File: config.mk
export PLATFORM = sky130hd
export DESIGN_NAME = clock_set_ctrl_flat
export DESIGN_NICKNAME = d
export VERILOG_FILES = /design/src/rtl/clock_set_ctrl_if.sv /design/src/rtl/clock_set_ctrl.sv /design/src/flat_wrapper.sv
export SDC_FILE = /design/constraint.sdc
export NUM_CORES = 1
export LEC_CHECK = 0
export CAP_MARGIN = 20
export CORE_MARGIN = 4
export CORE_UTILIZATION = 40
export CTS_CLUSTER_DIAMETER = 200
export DETAILED_ROUTE_END_ITERATION = 10
export GPL_ROUTABILITY_DRIVEN = 0
export PLACE_DENSITY_LB_ADDON = 0.3
export REMOVE_ABC_BUFFERS = 1
export SYNTH_ARGS = -nofsm -noshare
export SYNTH_HDL_FRONTEND = slang
export SYNTH_SLANG_ARGS = --single-unit
File: constraint.sdc
create_clock -name clk -period 4.33 [get_ports clk]
set_input_delay 0.6495 -clock clk [delete_from_list [all_inputs] [get_ports clk]]
set_output_delay 0.6495 -clock clk [all_outputs]
set_load 0.005 [all_outputs]
File: src/rtl/clock_set_ctrl_if.sv
// Bus between the clock-setting front end and the minute/hour counters:
// live time in, load strobe with new hh:mm and tick inhibit out.
interface clock_set_ctrl_if;
    logic [6:0] cur_minutes;
    logic [5:0] cur_hours;
    logic       time_load;
    logic [6:0] load_minutes;
    logic [5:0] load_hours;
    logic       tick_inhibit;

    modport master (
        input  cur_minutes, cur_hours,
        output time_load, load_minutes, load_hours, tick_inhibit
    );

    modport slave (
        output cur_minutes, cur_hours,
        input  time_load, load_minutes, load_hours, tick_inhibit
    );
endinterface

File: src/rtl/clock_set_ctrl.sv
// Clock user-input front end: button debounce and auto-repeat, time/alarm
// setting FSM, commit strobe to the time counters and digit blink.
module clock_set_ctrl #(
    parameter int DEBOUNCE_CYCLES   = 500000,
    parameter int REPEAT_CYCLES     = 10000000,
    parameter int BLINK_HALF_CYCLES = 12500000,
    parameter int ALARM_H_RST       = 7,
    parameter int ALARM_M_RST       = 0
) (
    input  logic             clk,
    input  logic             rst,
    input  logic             btn_mode,
    input  logic             btn_inc,
    clock_set_ctrl_if.master cnt_bus,
    output logic [6:0]       alarm_minutes,
    output logic [5:0]       alarm_hours,
    output logic             alarm_enable,
    output logic [2:0]       edit_state,
    output logic             blink
);

    localparam int DB_W = $clog2(DEBOUNCE_CYCLES) + 1;
    localparam int RP_W = $clog2(REPEAT_CYCLES) + 1;
    localparam int BL_W = $clog2(BLINK_HALF_CYCLES) + 1;
    localparam logic [DB_W-1:0] DB_LAST = DB_W'(DEBOUNCE_CYCLES - 1);
    localparam logic [RP_W-1:0] RP_LAST = RP_W'(REPEAT_CYCLES - 1);
    localparam logic [BL_W-1:0] BL_LAST = BL_W'(BLINK_HALF_CYCLES - 1);
    localparam int MODE = 0;
    localparam int INC  = 1;

    typedef enum logic [2:0] {
        RUN   = 3'd0,
        SET_H = 3'd1,
        SET_M = 3'd2,
        AL_H  = 3'd3,
        AL_M  = 3'd4,
        AL_EN = 3'd5
    } state_t;

    logic [1:0]      sync_a, sync_b, level, press;
    logic [DB_W-1:0] db_cnt [2];
    logic [RP_W-1:0] rep_cnt;
    logic            rep_q;
    logic            mode_pulse, inc_pulse, inc_act;
    state_t          state, state_nxt;
    logic [5:0]      edit_h;
    logic [6:0]      edit_m;
    logic [BL_W-1:0] blink_cnt;

    // Bit MODE / INC of each vector belongs to the corresponding button.
    always_ff @(posedge clk) begin
        if (rst) begin
            sync_a    <= '0;
            sync_b    <= '0;
            level     <= '0;
            press     <= '0;
            db_cnt[0] <= '0;
            db_cnt[1] <= '0;
        end else begin
            // NOTE: non-blocking so sync_b takes the pre-edge sync_a, giving two real flops.
            sync_a <= {btn_inc, btn_mode};
            sync_b <= sync_a;
            for (int b = 0; b < 2; b++) begin
                press[b] <= 1'b0;
                if (sync_b[b] == level[b]) begin
                    db_cnt[b] <= '0;
                end else if (db_cnt[b] == DB_LAST) begin
                    db_cnt[b] <= '0;
                    level[b]  <= sync_b[b];
                    press[b]  <= sync_b[b];
                end else begin
                    db_cnt[b] <= db_cnt[b] + 1'b1;
                end
            end
        end
    end

    // Repeat phase counts from the press cycle; a repeat only counts while still held.
    always_ff @(posedge clk) begin
        if (rst || !level[INC]) begin
            rep_cnt <= '0;
            rep_q   <= 1'b0;
        end else if (rep_cnt == RP_LAST) begin
            rep_cnt <= '0;
            rep_q   <= 1'b1;
        end else begin
            rep_cnt <= rep_cnt + 1'b1;
            rep_q   <= 1'b0;
        end
    end

    assign mode_pulse = press[MODE];
    assign inc_pulse  = press[INC] | (rep_q & level[INC]);
    assign inc_act    = inc_pulse & ~mode_pulse;

    always_comb begin
        // NOTE: default first so no path leaves state_nxt unassigned (no latch).
        state_nxt = state;
        case (state)
            RUN:     if (mode_pulse) state_nxt = SET_H;
            SET_H:   if (mode_pulse) state_nxt = SET_M;
            SET_M:   if (mode_pulse) state_nxt = AL_H;
            AL_H:    if (mode_pulse) state_nxt = AL_M;
            AL_M:    if (mode_pulse) state_nxt = AL_EN;
            AL_EN:   if (mode_pulse) state_nxt = RUN;
            default: state_nxt = RUN;
        endcase
    end

    always_ff @(posedge clk) begin
        if (rst) begin
            state                <= RUN;
            edit_h               <= '0;
            edit_m               <= '0;
            cnt_bus.time_load    <= 1'b0;
            cnt_bus.load_hours   <= '0;
            cnt_bus.load_minutes <= '0;
            cnt_bus.tick_inhibit <= 1'b0;
            alarm_hours          <= 6'(ALARM_H_RST);
            alarm_minutes        <= 7'(ALARM_M_RST);
            alarm_enable         <= 1'b0;
            blink                <= 1'b1;
            blink_cnt            <= '0;
        end else begin
            state                <= state_nxt;
            cnt_bus.tick_inhibit <= (state_nxt == SET_H) || (state_nxt == SET_M);
            cnt_bus.time_load    <= 1'b0;

            if ((state_nxt != state) || inc_pulse || (state == RUN)) begin
                blink_cnt <= '0;
                blink     <= 1'b1;
            end else if (blink_cnt == BL_LAST) begin
                blink_cnt <= '0;
                blink     <= ~blink;
            end else begin
                blink_cnt <= blink_cnt + 1'b1;
            end

            // Edit values copied from out-of-range live time wrap to 0 on the next inc.
            case (state)
                RUN: if (mode_pulse) begin
                    edit_h <= cnt_bus.cur_hours;
                    edit_m <= cnt_bus.cur_minutes;
                end
                SET_H: if (inc_act)
                    edit_h <= (edit_h >= 6'd23) ? 6'd0 : edit_h + 6'd1;
                SET_M: if (mode_pulse) begin
                    cnt_bus.time_load    <= 1'b1;
                    cnt_bus.load_hours   <= edit_h;
                    cnt_bus.load_minutes <= edit_m;
                end else if (inc_act) begin
                    edit_m <= (edit_m >= 7'd59) ? 7'd0 : edit_m + 7'd1;
                end
                AL_H: if (inc_act)
                    alarm_hours <= (alarm_hours == 6'd23) ? 6'd0 : alarm_hours + 6'd1;
                AL_M: if (inc_act)
                    alarm_minutes <= (alarm_minutes == 7'd59) ? 7'd0 : alarm_minutes + 7'd1;
                AL_EN: if (inc_act)
                    alarm_enable <= ~alarm_enable;
                default: ;
            endcase
        end
    end

    assign edit_state = state;

endmodule

File: src/flat_wrapper.sv
// flat-port wrapper written by rule: the top's interface ports become plain ports
module clock_set_ctrl_flat 
#(
    parameter int DEBOUNCE_CYCLES   = 500000,
    parameter int REPEAT_CYCLES     = 10000000,
    parameter int BLINK_HALF_CYCLES = 12500000,
    parameter int ALARM_H_RST       = 7,
    parameter int ALARM_M_RST       = 0
)
  (clk, rst, btn_mode, btn_inc, alarm_minutes, alarm_hours, alarm_enable, edit_state, blink, cnt_bus_cur_minutes, cnt_bus_cur_hours, cnt_bus_time_load, cnt_bus_load_minutes, cnt_bus_load_hours, cnt_bus_tick_inhibit);
  clock_set_ctrl_if cnt_bus_i ();
  input  logic clk;
  input  logic rst;
  input  logic btn_mode;
  input  logic btn_inc;
  output logic [6:0] alarm_minutes;
  output logic [5:0] alarm_hours;
  output logic alarm_enable;
  output logic [2:0] edit_state;
  output logic blink;
  input wire logic [$bits(cnt_bus_i.cur_minutes)-1:0] cnt_bus_cur_minutes;
  input wire logic [$bits(cnt_bus_i.cur_hours)-1:0] cnt_bus_cur_hours;
  output wire logic [$bits(cnt_bus_i.time_load)-1:0] cnt_bus_time_load;
  output wire logic [$bits(cnt_bus_i.load_minutes)-1:0] cnt_bus_load_minutes;
  output wire logic [$bits(cnt_bus_i.load_hours)-1:0] cnt_bus_load_hours;
  output wire logic [$bits(cnt_bus_i.tick_inhibit)-1:0] cnt_bus_tick_inhibit;
  assign cnt_bus_i.cur_minutes = cnt_bus_cur_minutes;
  assign cnt_bus_i.cur_hours = cnt_bus_cur_hours;
  assign cnt_bus_time_load = cnt_bus_i.time_load;
  assign cnt_bus_load_minutes = cnt_bus_i.load_minutes;
  assign cnt_bus_load_hours = cnt_bus_i.load_hours;
  assign cnt_bus_tick_inhibit = cnt_bus_i.tick_inhibit;
  clock_set_ctrl #(.DEBOUNCE_CYCLES(DEBOUNCE_CYCLES), .REPEAT_CYCLES(REPEAT_CYCLES), .BLINK_HALF_CYCLES(BLINK_HALF_CYCLES), .ALARM_H_RST(ALARM_H_RST), .ALARM_M_RST(ALARM_M_RST)) u_core (.clk(clk), .rst(rst), .btn_mode(btn_mode), .btn_inc(btn_inc), .cnt_bus(cnt_bus_i), .alarm_minutes(alarm_minutes), .alarm_hours(alarm_hours), .alarm_enable(alarm_enable), .edit_state(edit_state), .blink(blink));
endmodule
-- Word level (Yosys, flattened, before mapping)
Memory sizes are Yosys's and may differ from the RTL's.
Cells that the tools add are included.
- register bits: 105
- RAM bits: 40
- input port bits: 17
- output and inout bits: 33
- logic and storage cells: 140
- memories kept: 1
- memories (name ; words ; bits a word ; rd ports ; clocked after memory_dff ; write ports ; RTL line ; text):
    u_core.db_cnt ; 2 ; 20 ; 2 ; 0 ; 2 ; clock_set_ctrl.sv:41 ; logic [DB_W-1:0] db_cnt [2];
- add/sub/neg operators: 8
- order comparisons: 2
- equal/unequal tests: 20
- multiplexer cells: 50
- bitwise logic cells: 17
- reductions and logical operators: 22
- operators with widths (cell ; number):
    2-to-1 mux 20 bit ; 6
    adder 25 x 1 -> 25 bit (second input constant) ; 2
    == test 25 x 24 -> 1 bit (second input constant) ; 2
    adder 20 x 1 -> 20 bit (second input constant) ; 2
    == test 20 x 19 -> 1 bit (second input constant) ; 2
    2-to-1 mux 7 bit ; 5
    2-to-1 mux 1 bit ; 26
    2-to-1 mux 6 bit ; 4
    2-to-1 mux 3 bit ; 6
    one-hot mux 3 bit (6 select lines) ; 1
    adder 7 x 1 -> 7 bit (second input constant) ; 2
    one-hot mux 7 bit (2 select lines) ; 1
    adder 6 x 1 -> 6 bit (second input constant) ; 2
    one-hot mux 6 bit (2 select lines) ; 1
    AND reduction 2 bit ; 6
    == test 3 x 2 -> 1 bit (second input constant) ; 3
    OR reduction 3 bit ; 3
    inverter 1 bit ; 8
    == test 7 x 6 -> 1 bit (second input constant) ; 1
    greater-or-equal comparator 7 x 6 -> 1 bit (second input constant) ; 1
    OR 1 bit ; 7
    == test 3 x 1 -> 1 bit (second input constant) ; 2
    == test 3 bit (second input constant) ; 2
    == test 6 x 5 -> 1 bit (second input constant) ; 1
    13 further kinds ; 23

-- Longest topological paths before layout
- word-level depth: 7
- mapped depth: 7
- depth with buffers taken out: 5

-- Worst setup path after synthesis
No wires, ideal clock.
- path kind: register to register
- start: memory u_core.db_cnt[1][5] in the netlist's numbering
- end: memory u_core.db_cnt[1][1] in the netlist's numbering (data pin)
- setup time: 0.255 ns
- arrival: 1.671 ns
- required time: 4.075 ns
- setup slack: 2.404 ns
- cell stages (with the launch flop): 5
- path buffers: 0
- period minus slack after synthesis: 1.926 ns
- cell sequence: edfxtp_1 > nor4b_1 > nand2_1 > or4_1 > and3_1
- RTL lines (element ; RTL line):
    start: declaration ; clock_set_ctrl.sv:41

-- Final worst setup path
- start: register u_core.blink_cnt[0]
- end: register u_core.blink_cnt[9]
- cells in the longest elaborated chain, start to end: 2
- elaborated cells on any way between the ends: 3
- classes of those cells: add/sub: 1; eq/ne: 1; reduce/logical: 1
- RTL lines (element ; RTL line ; text):
    start: declaration ; clock_set_ctrl.sv:48 ; logic [BL_W-1:0] blink_cnt;
    start signal: assignment ; clock_set_ctrl.sv:136 ; blink_cnt <= blink_cnt + 1'b1;
    parallel branches: the longest is 2 deep, another holds adder 25 x 1 -> 25 bit ; n/a ;
Parallel ways; which one is timed is not known.
A chain may end at the register's enable or synchronous reset.

==> out/qor.log <==
[synth] synthesized area divided by synthesized cell count 9.12 µm²
[clock_network] number of buffers added to fix hold violations after cts 0
[synth] cells after synthesis 787
[floorplan] effective utilization at floorplan 41.2%
[worst_setup_path] depth of the most critical reg-to-reg path 5
[worst_setup_path] register-to-register path setup slack 1920 ps
[grt] number of global-route vias before repair 5,353
[clock_network] number of buffers between clock root and the deepest sink 2
[placement] half-perimeter wire length after placement 10,600 µm
[synth] share of synthesized area occupied by flip-flops and latches 46.0%
[worst_setup_path] crit path buf inv count 0
[worst_setup_path] Critical Path, Cell by Cell ha_1 > nand4_1 > or4_1 > o21ai_2 > nor2_1
[synth] prevailing post-synth register cell sky130_fd_sc_hd__dfxtp_1
[synth] register bit total from synthesis 145
[finish] fraction of layout cells with a size suffix above 1 5.84%
[finish] multi-input logic area 0.00381 mm²
[floorplan] total number of placement rows 48
[finish] design area 0.00853 mm²
[finish] FILL cells 1,655
[clock_network] clock insertion delay at the later pin of the skew report 430 ps
[hold_path] worst hold path cell count 1
[worst_setup_path] required time of the critical path 4600 ps
[placement] Cell Area, Placed 0.00795 mm²
[sta] final hold violation count 0
[sta] Fin Setup TNS 0 ps
[sta] Final Cycle Share 55.6%
[clock_network] register clock-pin slew on the reported worst setup and hold paths 60 ps
[sta] slew at the pin closest to its max-slew limit 1020 ps
[synth] ys async rst share 0%
[grt] largest net degree at the start of global routing 33
[worst_setup_path] Crit path arrival time 2680 ps
[clock_network] CTS HTree Levels 4
[clock_network] TritonCTS Buffers 17
[placement] number of buffer cells added on primary ports 49
[synth] EDFF count, synth 40
[floorplan] Core Box Area 0.0174 mm²
[detailed_routing] ratio of routed vias to standard cells 5.39
[detailed_routing] detailed router's first-iteration violation count 274
[hold_path] worst min-delay path category reg2reg
[floorplan] Die Wd 142 µm
[detailed_routing] # DRC 0
[finish] nets@finish 885
[detailed_routing] Via Count 5,913
[power_and_ir_drop] leakage power summed over all cells 2.76 nW
[sta] post-route minimum period 2410 ps
[detailed_routing] detailed-route wire length 15,400 µm
[finish] Post-Route Utilization 49.0%
[sta] setup ws final 1920 ps
[sta] number of max-slew violations in the final report 0
[clock_network] setup bufs post-CTS 0
[power_and_ir_drop] Max VDD drop 0.000264 V
[worst_setup_path] Critical Path Fanout Max 25
[detailed_routing] First-pass DRT Iterations 5
[finish] sequential standard cell area 0.00330 mm²
[clock_network] number of gates given a new drive strength after cts 0
[clock_network] clock sink count 145
[placement] post-placement setup slack 1940 ps
[worst_setup_path] element type at the critical path start register
[worst_setup_path] endpoint kind of the worst setup timing path register
[worst_setup_path] CP Depth 5
[sta] worst clock skew on the final layout 8.98 ps
[detailed_routing] number of routed nets with antenna violations 0
[synth] number of distinct library cell variants in the gate-level netlist after synthesis 65
[synth] netlist area before placement 0.00718 mm²
[sta] Slew Limit Headroom 31.7%
[floorplan] full die area 0.0201 mm²
[finish] Area growth syn-to-layout 18.8%
[worst_setup_path] capturing instance or port of the critical path u_core.blink_cnt[9]$_SDFF_PP0_
[grt] first-pass GRT wire length 26,200 µm
[sta] unrepaired setup endpoints after global routing no
[worst_setup_path] Reg-to-Reg Start u_core.blink_cnt[0]$_SDFF_PP0_
[sta] Setup Viol. Count Final 0
[finish] antenna fix cells 0
[grt] aggregate global-route resource usage 15.7%
[floorplan] die height 142 µm
[synth] synthesis warning total 0
[worst_setup_path] delay of the slowest cell on the worst path 810 ps
[grt] sum of overflow across all layers after global routing 0
[job] Max Cap Violations 0
[floorplan] # IOs 50
[detailed_routing] routed wirelength normalized by instance count 14.0 µm
[clock_network] clock root buffer sky130_fd_sc_hd__clkbuf_16
[finish] Final Non-Filler Cells 1,098
[status] result of the run complete, no violations
[worst_setup_path] CP delay by family, top simple AND/OR/NAND/NOR gates
[worst_setup_path] source of the critical timing path u_core.blink_cnt[0]$_SDFF_PP0_
[worst_setup_path] type of the setup path with the least slack reg2reg
[clock_network] TritonCTS clock tree done
[power_and_ir_drop] Cell Pwr Density 342 mW/mm²
[worst_setup_path] critical register-to-register path endpoint u_core.blink_cnt[9]$_SDFF_PP0_
[grt] number of antenna violations at the first check in global routing 0
[placement] Post-Place Cells 1,066
[sta] upper clock frequency limit 416 MHz
[worst_setup_path] slowest stage cell, crit path sky130_fd_sc_hd__o21ai_2
## cell usage after synthesis (4+ instances only)
master	number	share of area (%)
sky130_fd_sc_hd__a21oi_1	59	4.1
sky130_fd_sc_hd__a221oi_1	4	0.49
sky130_fd_sc_hd__and2_1	7	0.61
sky130_fd_sc_hd__and3_1	21	1.8
sky130_fd_sc_hd__and4_1	13	1.6
sky130_fd_sc_hd__buf_2	13	0.91
sky130_fd_sc_hd__clkbuf_1	19	0.99
sky130_fd_sc_hd__dfxtp_1	105	29
sky130_fd_sc_hd__edfxtp_1	40	17
sky130_fd_sc_hd__ha_1	8	1.4
sky130_fd_sc_hd__inv_1	14	0.73
sky130_fd_sc_hd__nand2_1	72	3.8
sky130_fd_sc_hd__nand3_1	42	2.9
sky130_fd_sc_hd__nand3b_1	4	0.42
sky130_fd_sc_hd__nand4_1	36	3.1
sky130_fd_sc_hd__nor2_1	83	4.3
sky130_fd_sc_hd__nor2b_1	7	0.61
sky130_fd_sc_hd__nor3_1	18	1.3
sky130_fd_sc_hd__nor4_1	12	1.0
sky130_fd_sc_hd__nor4b_1	9	1.1
sky130_fd_sc_hd__o21ai_0	22	1.5
sky130_fd_sc_hd__o31ai_1	17	1.8
sky130_fd_sc_hd__or3_1	16	1.4
sky130_fd_sc_hd__or4_1	18	1.9
sky130_fd_sc_hd__xnor2_1	31	3.8
sky130_fd_sc_hd__xor2_1	34	4.2
## worst min path at each step
| stage | startpoint | to | slack [ps] |
|---|---|---|---|
| final | u_core.sync_a[1]$_SDFF_PP0_ | u_core.sync_b[1]$_SDFF_PP0_ | 440 |
| after global routing | u_core.sync_a[1]$_SDFF_PP0_ | u_core.sync_b[1]$_SDFF_PP0_ | 470 |
| after global placement | u_core.sync_a[0]$_SDFF_PP0_ | u_core.sync_b[0]$_SDFF_PP0_ | 420 |
| after floorplan | u_core.sync_a[0]$_SDFF_PP0_ | u_core.sync_b[0]$_SDFF_PP0_ | 410 |
| after CTS | u_core.sync_a[1]$_SDFF_PP0_ | u_core.sync_b[1]$_SDFF_PP0_ | 440 |
| after detailed placement | u_core.sync_a[1]$_SDFF_PP0_ | u_core.sync_b[1]$_SDFF_PP0_ | 440 |
## logic make-up (layout without fill, tap and decap cells)
| logic type | after synthesis | in the layout | share of synthesized area (%) |
|---|---|---|---|
| other | 1 | 40 | 0.0523 |
| buffers and inverters | 51 | 98 | 2.95 |
| adder cells (fa/ha/maj) | 8 | 8 | 1.39 |
| XOR/XNOR | 65 | 65 | 7.93 |
| multiplexers | 2 | 2 | 0.279 |
| AND/OR/NAND/NOR | 379 | 379 | 29.0 |
| AO/OA/AOI/OAI | 136 | 136 | 12.4 |
| flip-flops | 145 | 145 | 46.0 |
## per-stage QoR
step           power, mW  hold slack, ps
2_1_floorplan       1.49             414
3_3_place_gp        1.52             418
3_5_place_dp        1.52             438
4_1_cts             2.95             440
5_1_grt             3.02             469
6_report            2.91             438
## layout by cell type, fill, tap and decap left out, types with 4 or more instances in the layout
cell type,netlist,layout
sky130_fd_sc_hd__xnor2_1,31,31
sky130_fd_sc_hd__nor3_1,18,18
sky130_fd_sc_hd__clkdlybuf4s50_1,0,48
sky130_fd_sc_hd__nand3b_1,4,4
sky130_fd_sc_hd__a21oi_1,59,59
sky130_fd_sc_hd__nor4_1,12,12
sky130_fd_sc_hd__or4_1,18,18
sky130_fd_sc_hd__o31ai_1,17,17
sky130_fd_sc_hd__and3_1,21,21
sky130_fd_sc_hd__nor2b_1,7,7
sky130_fd_sc_hd__clkinv_2,0,7
sky130_fd_sc_hd__nor2_1,83,83
sky130_fd_sc_hd__and2_1,7,7
sky130_fd_sc_hd__dfxtp_1,105,105
sky130_fd_sc_hd__o21ai_0,22,22
sky130_fd_sc_hd__inv_1,14,14
sky130_fd_sc_hd__nand4_1,36,36
sky130_fd_sc_hd__conb_1,1,40
sky130_fd_sc_hd__edfxtp_1,40,40
sky130_fd_sc_hd__and4_1,13,13
sky130_fd_sc_hd__or3_1,16,16
sky130_fd_sc_hd__a221oi_1,4,4
sky130_fd_sc_hd__nand3_1,42,42
sky130_fd_sc_hd__nor4b_1,9,9
sky130_fd_sc_hd__ha_1,8,8
sky130_fd_sc_hd__nand2_1,72,72
sky130_fd_sc_hd__xor2_1,34,34
sky130_fd_sc_hd__clkbuf_16,0,18
## power breakdown
part | switching, mW | internal, mW | total (mW)
sequential | 0.0201 | 1.41 | 1.43
clock | 0.557 | 0.863 | 1.42
combinational | 0.0345 | 0.0287 | 0.0632
total | 0.612 | 2.30 | 2.91
## registers in the layout, indices dropped and copies added (netlist names), 2 cells and up
signal and count:
u_core.sync_b 2, u_core.cnt_bus.load_minutes 7, u_core.cnt_bus.load_hours 6, u_core.edit_h 6, u_core.db_cnt 40, u_core.edit_m 7, u_core.rep_cnt 25, u_core.level 2
u_core.press 2, u_core.alarm_hours 6, u_core.sync_a 2, u_core.blink_cnt 25, u_core.edit_state 3, u_core.alarm_minutes 7
## layout make-up
type | instances | area share, %
Clock buffer | 22 | 5.81
Sequential cell | 145 | 38.7
Clock inverter | 10 | 0.954
Tap cell | 225 | 3.30
Inverter | 15 | 0.660
Timing Repair Buffer | 51 | 5.87
Multi-Input combinational cell | 630 | 44.7
## per-layer routing
layer | global-route usage [%] | routed length (µm) | share of wire, %
met5 | 0 | 0 | 0
met3 | 3.56 | 584 | 3.8
met1 | 21.8 | 7600 | 49
met4 | 6.82 | 374 | 2.4
met2 | 23.6 | 6810 | 44
Note: power is estimated with default switching activity, not from simulation.
